## src/rtl/hazard_pkg.sv

```systemverilog
// Shared types and constants for the pipeline hazard controller.
// Divider sequencing states, exception vectors, forward-select encoding.
package hazard_pkg;

    typedef enum logic [1:0] {
        MD_IDLE,
        MD_BUSY,
        MD_DONE
    } md_state_t;

    localparam logic [31:0] EXC_VEC   = 32'hBFC00380;
    localparam logic [31:0] ERET_CODE = 32'h0000000E;
    localparam int          FWD_RF    = 0;

endpackage

```

## src/rtl/fwd_select.sv

```systemverilog
// Priority match of one source register against the producer stages.
// The lowest-index (youngest) producer writing the source wins.
module fwd_select #(
    parameter int REG_AW = 5,
    parameter int NPROD  = 3,
    parameter int SEL_W  = 2,
    parameter int FIRST  = 0
) (
    input  logic [REG_AW-1:0]       src,
    input  logic [NPROD*REG_AW-1:0] wreg,
    input  logic [NPROD-1:0]        we,
    output logic [SEL_W-1:0]        sel
);
    import hazard_pkg::*;

    always_comb begin
        sel = SEL_W'(FWD_RF);
        for (int k = NPROD - 1; k >= FIRST; k--) begin
            if (we[k] && (src != '0) &&
                (wreg[k*REG_AW +: REG_AW] == src)) begin
                sel = SEL_W'(k + 1);
            end
        end
    end

endmodule

```

## src/rtl/pipe_hazard_ctrl.sv

```systemverilog
// Hazard control for the five-stage core: forwarding, load-use bubbles,
// divider sequencing, and exception flush/redirect with fetch hold-off.
module pipe_hazard_ctrl #(
    parameter int          REG_AW    = 5,
    parameter int          NPROD     = 3,
    parameter int          SEL_W     = $clog2(NPROD + 1),
    parameter logic [31:0] EXC_VEC   = hazard_pkg::EXC_VEC,
    parameter logic [31:0] ERET_CODE = hazard_pkg::ERET_CODE
) (
    input  logic                    clk,
    input  logic                    rst,
    input  logic [REG_AW-1:0]       rs_d,
    input  logic [REG_AW-1:0]       rt_d,
    input  logic [REG_AW-1:0]       rs_e,
    input  logic [REG_AW-1:0]       rt_e,
    input  logic [NPROD*REG_AW-1:0] prod_wreg,
    input  logic [NPROD-1:0]        prod_we,
    input  logic [NPROD-1:0]        prod_load,
    output logic [SEL_W-1:0]        fwd_a_d,
    output logic [SEL_W-1:0]        fwd_b_d,
    output logic [SEL_W-1:0]        fwd_a_e,
    output logic [SEL_W-1:0]        fwd_b_e,
    input  logic                    md_op_e,
    input  logic                    md_ready,
    output logic                    md_start,
    output logic                    md_abort,
    input  logic                    stallreq_if,
    input  logic                    stallreq_mem,
    input  logic [31:0]             exc_type_m,
    input  logic [31:0]             epc_m,
    output logic                    stall_f,
    output logic                    stall_d,
    output logic                    stall_e,
    output logic                    stall_m,
    output logic                    flush_f,
    output logic                    flush_d,
    output logic                    flush_e,
    output logic                    flush_m,
    output logic                    flush_w,
    output logic                    redirect,
    output logic [31:0]             newpc
);
    import hazard_pkg::*;

    md_state_t   md_state;
    logic        exc;
    logic [31:0] exc_target;
    logic        lu_stall;
    logic        md_go;
    logic        stall_e_raw;
    logic        stall_fd_raw;
    logic        pend_v;
    logic [31:0] pend_pc;

    fwd_select #(.REG_AW(REG_AW), .NPROD(NPROD), .SEL_W(SEL_W), .FIRST(0))
    u_fwd_a_d (.src(rs_d), .wreg(prod_wreg), .we(prod_we), .sel(fwd_a_d));

    fwd_select #(.REG_AW(REG_AW), .NPROD(NPROD), .SEL_W(SEL_W), .FIRST(0))
    u_fwd_b_d (.src(rt_d), .wreg(prod_wreg), .we(prod_we), .sel(fwd_b_d));

    fwd_select #(.REG_AW(REG_AW), .NPROD(NPROD), .SEL_W(SEL_W), .FIRST(1))
    u_fwd_a_e (.src(rs_e), .wreg(prod_wreg), .we(prod_we), .sel(fwd_a_e));

    fwd_select #(.REG_AW(REG_AW), .NPROD(NPROD), .SEL_W(SEL_W), .FIRST(1))
    u_fwd_b_e (.src(rt_e), .wreg(prod_wreg), .we(prod_we), .sel(fwd_b_e));

    assign exc        = |exc_type_m;
    assign exc_target = (exc_type_m == ERET_CODE) ? epc_m : EXC_VEC;

    always_comb begin
        lu_stall = 1'b0;
        for (int k = 0; k < NPROD; k++) begin
            if (prod_we[k] && prod_load[k]) begin
                if ((rs_d != '0) && (prod_wreg[k*REG_AW +: REG_AW] == rs_d))
                    lu_stall = 1'b1;
                if ((rt_d != '0) && (prod_wreg[k*REG_AW +: REG_AW] == rt_d))
                    lu_stall = 1'b1;
            end
        end
    end

    // A divide launches only when E is actually advancing into the unit.
    assign md_go = (md_state == MD_IDLE) & md_op_e & ~stallreq_mem & ~exc;

    assign stall_e_raw  = stallreq_mem | md_go | (md_state == MD_BUSY);
    assign stall_fd_raw = stall_e_raw | lu_stall | stallreq_if;

    assign stall_m  = ~exc & stallreq_mem;
    assign stall_e  = ~exc & stall_e_raw;
    assign stall_d  = ~exc & stall_fd_raw;
    assign stall_f  = exc ? stallreq_if : stall_fd_raw;

    assign flush_f  = exc;
    assign flush_d  = exc | pend_v;
    assign flush_e  = exc | (lu_stall & ~stall_e_raw);
    assign flush_m  = exc;
    assign flush_w  = stallreq_mem;

    assign md_start = md_go & ~rst;
    assign md_abort = (md_state == MD_BUSY) & exc & ~rst;

    always_ff @(posedge clk) begin
        if (rst) begin
            md_state <= MD_IDLE;
        end else begin
            unique case (md_state)
                MD_IDLE: if (md_go) md_state <= MD_BUSY;
                MD_BUSY: begin
                    if (exc)           md_state <= MD_IDLE;
                    else if (md_ready) md_state <= MD_DONE;
                end
                MD_DONE: md_state <= MD_IDLE;
                default: md_state <= MD_IDLE;
            endcase
        end
    end

    // Redirect is held while fetch is stuck on the bus; newest exception wins.
    assign redirect = ~stallreq_if & (exc | pend_v);
    assign newpc    = exc ? exc_target : (pend_v ? pend_pc : EXC_VEC);

    always_ff @(posedge clk) begin
        if (rst) begin
            pend_v  <= 1'b0;
            pend_pc <= '0;
        end else if (exc && stallreq_if) begin
            pend_v  <= 1'b1;
            pend_pc <= exc_target;
        end else if (!stallreq_if) begin
            pend_v  <= 1'b0;
        end
    end

endmodule

```

## config.mk

```make
export PLATFORM = sky130hd
export DESIGN_NAME = pipe_hazard_ctrl
export DESIGN_NICKNAME = d
export VERILOG_FILES = /design/src/rtl/hazard_pkg.sv /design/src/rtl/fwd_select.sv /design/src/rtl/pipe_hazard_ctrl.sv
export SDC_FILE = /design/constraint.sdc
export NUM_CORES = 1
export LEC_CHECK = 0
export BUFFER_PORTS_ARGS = -buffer_cell sky130_fd_sc_hd__buf_2
export CORE_UTILIZATION = 48
export CTS_CLUSTER_SIZE = 8
export DETAILED_ROUTE_END_ITERATION = 8
export PLACE_DENSITY = 0.88
export SLEW_MARGIN = 10
export SYNTH_ARGS = -nofsm -noshare
export SYNTH_HDL_FRONTEND = slang
export SYNTH_SLANG_ARGS = --single-unit
```

## constraint.sdc

```tcl
create_clock -name clk -period 3.05 [get_ports clk]
set_input_delay 0.305 -clock clk [delete_from_list [all_inputs] [get_ports clk]]
set_output_delay 0.305 -clock clk [all_outputs]
set_load 0.05 [all_outputs]
```

==> flow_summary.yaml <==
status:
  status: "finished, final reports clean"
routing:
  routed_wl_um: 7570
  via_per_inst: 5.35
  route.detailed.drc: 0
  firstDrtPassIters: 4
  ant_nets: 0
  vias: 2934
  drt_iter0_drc: 84
  wire_per_inst_um: 13.8
yosys:
  syn_avg_cell_area_um2: 8.32
  syn_inst: 329
  seq_area_frac_synth_pct: 25.6
  synth_seq_cells: 35
  synth_top_area_share_pct: 25.6
  synth_warnings: 0
  synth_area_leaders: "dfxtp_1, xnor2_1, nor3_2"
  syn_area_mm2: 0.00274
  post-synth-top-count-cell: "dfxtp_1"
  async_reset_ff_share_pct: 0
  ys_top_cells_by_count: "dfxtp_1, xnor2_1, nor2_1"
  synth_flop_cell: "dfxtp_1"
  synth_edf_count: 0
  synthesis.nets: 440
  synth_top_area_cell: "dfxtp_1"
  yosysUniqueCellTypes: 40
worst_hold_path:
  holdCritPathClass: "in2reg"
floorplanning:
  dieHeight_um: 77.5
  start_util_pct: 49.7
  die_area_mm2: 0.00601
  num_rows: 27
  io_pins: 163
  die_w_um: 77.5
  coreArea_mm2: 0.00551
critical_path:
  r2r_slack_ns: 2.25
  end_kind: "primary output"
  path_class: "in2out"
  crit_path_start_kind: "primary input"
  crit_arrival_ns: 2.28
  required_ns: 2.74
  path_max_fanout: 40
place:
  hpwl_um: 6040
  place_congestion: 0.840
  place_ws_ns: 0.502
  port_buffers: 162
  placed_area_mm2: 0.00350
timing:
  slew_headroom_pct: 64.2
  tns_ns: 0
  fin_worst_skew_ns: 0.0000182
  fin_ws_ns: 0.468
  worstMarginPinSlew_ns: 0.535
  fin_crit_sh_pct: 84.7
  maxSlewViolCount: 0
  rsz0062_at_grt: "false"
  final.min_clock_period_ns: 2.58
  final_hold_viol_count: 0
  fmax_ghz: 0.387
  finalSetupViolCount: 0
pwr:
  p_switching_w: 0.000322
  power_per_cell_area_mw_per_mm2: 318
  intPower_w: 0.000826
  power_frac_comb_pct: 22.6
  pwr-share-clk_pct: 36.0
  total_leakage_power_nw: 1.51
  p_sw_share_pct: 28.0
  peakVddDrop_uv: 252
  p_seq_share_pct: 41.4
clocking:
  postCtsSetupBuffers: 0
  clockBufferDepth: 2
  root_buffer: "clkbuf_8"
  cts.hold.buffers_added: 0
  cts_tree: "yes"
  cts.sinks: 35
  cts_resized: 0
  clkSlewWorstSetupHoldPaths_ns: 0.07
  cts_buffers: 5
  clkLatencyLatePin_ns: 0.27
  ctsHtreeMaxLevel: 2
global_routing:
  grt_max_degree: 41
  grt_pass1_wl_um: 12400
  antenna_found_initial: 0
  gr-total-overflow: 0
  grt_pass1_vias: 2826
  grt_use_total_pct: 25.1
finish:
  fill_cells: 457
  antenna_cells: 0
  layout.nets: 586
  syn_to_final_growth_pct: 32.1
  finish.utilization_pct: 65.7
  fin_area_mm2: 0.00362
  drive_gt1_share_pct: 48.1
job:
  cap_viol_max_count: 0
-- state kept, by name, indices dropped and copies added, names as in the netlist --
name      count
pend_pc      32
md_state      2
pend_v        1
-- worst paths after layout --
check,startpoint,to,cells past startpoint
max,exc_type_m[0],newpc[5],8
min,md_ready,md_state[1],3
max reg2reg,md_state[1],md_state[0],3
min reg2reg,pend_pc[1],pend_pc[1],2
-- per-stage QoR --
stage,hold slack [ns],power [W],instances
after floorplan,0.426,0.000626,329
after global placement,0.449,0.000737,540
after detailed placement,0.454,0.000745,540
after CTS,0.273,0.00115,548
after global routing,0.276,0.00121,548
final,0.276,0.00115,548
-- cells by family after synthesis --
logic type             count (synthesis)  synth area share [%]
flip-flops                            35                  25.6
AO/OA/AOI/OAI                         64                  19.5
XOR/XNOR                              50                  16.0
buffers and inverters                 32                  6.95
AND/OR/NAND/NOR                      148                  31.9
-- power groups by stage --
stage | Combinational [W] | Sequential (W) | Clock [W]
5_1_grt | 0.000283 | 0.000477 | 0.000445
2_1_floorplan | 0.000143 | 0.000484 | 0
6_report | 0.000260 | 0.000475 | 0.000413
4_1_cts | 0.000261 | 0.000475 | 0.000418
3_3_place_gp | 0.000252 | 0.000485 | 0
3_5_place_dp | 0.000260 | 0.000486 | 0
-- layout by cell type (no fill, tap or decap), types with 2 or more instances in the layout --
master / instances
nor3_1: 9
o21a_1: 2
a21oi_2: 21
buf_4: 5
nand2_2: 10
nor3_2: 18
nand3_1: 25
or4_1: 4
o22a_1: 12
o21ai_1: 2
o21ai_0: 2
xor2_1: 20
buf_2: 162
or3_1: 2
inv_1: 4
dfxtp_1: 35
nor4_1: 16
and3_1: 3
clkbuf_8: 5
nor2_1: 27
a22o_1: 20
nor2b_1: 2
or2_2: 2
nand4_1: 10
xnor2_1: 30
nand2_1: 15
-- layout make-up --
type	instances	area, um^2	share of cell area, %
clock inverter	3	43.8	1.21
timing repair buffer	167	848	23.5
sequential	35	701	19.4
multi-input combinational	262	1850	51.1
inverter	4	15.0	0.415
clock buffer	5	68.8	1.90
tap	72	90.1	2.49
-- worst max-delay path, stage by stage --
cell and delay, ns:
buf_2 0.11, nor4_1 0.31, nand4_1 0.19, nor2_2 0.31, and4_1 0.23, buf_4 0.34
a22o_1 0.22, buf_2 0.26
-- per-layer routing --
metal | wire, um | up-vias | share of wire [%] | track usage (%)
li1 | - | 1480 | - | -
met1 | 3140 | 1332 | 42 | 28.4
met2 | 3800 | 110 | 50 | 45.9
met3 | 543 | 12 | 7.2 | 7.29
met4 | 86 | 0 | 1.1 | 5.85
met5 | 0 | - | 0 | 0
No activity file was read; power rests on OpenSTA's default activity.
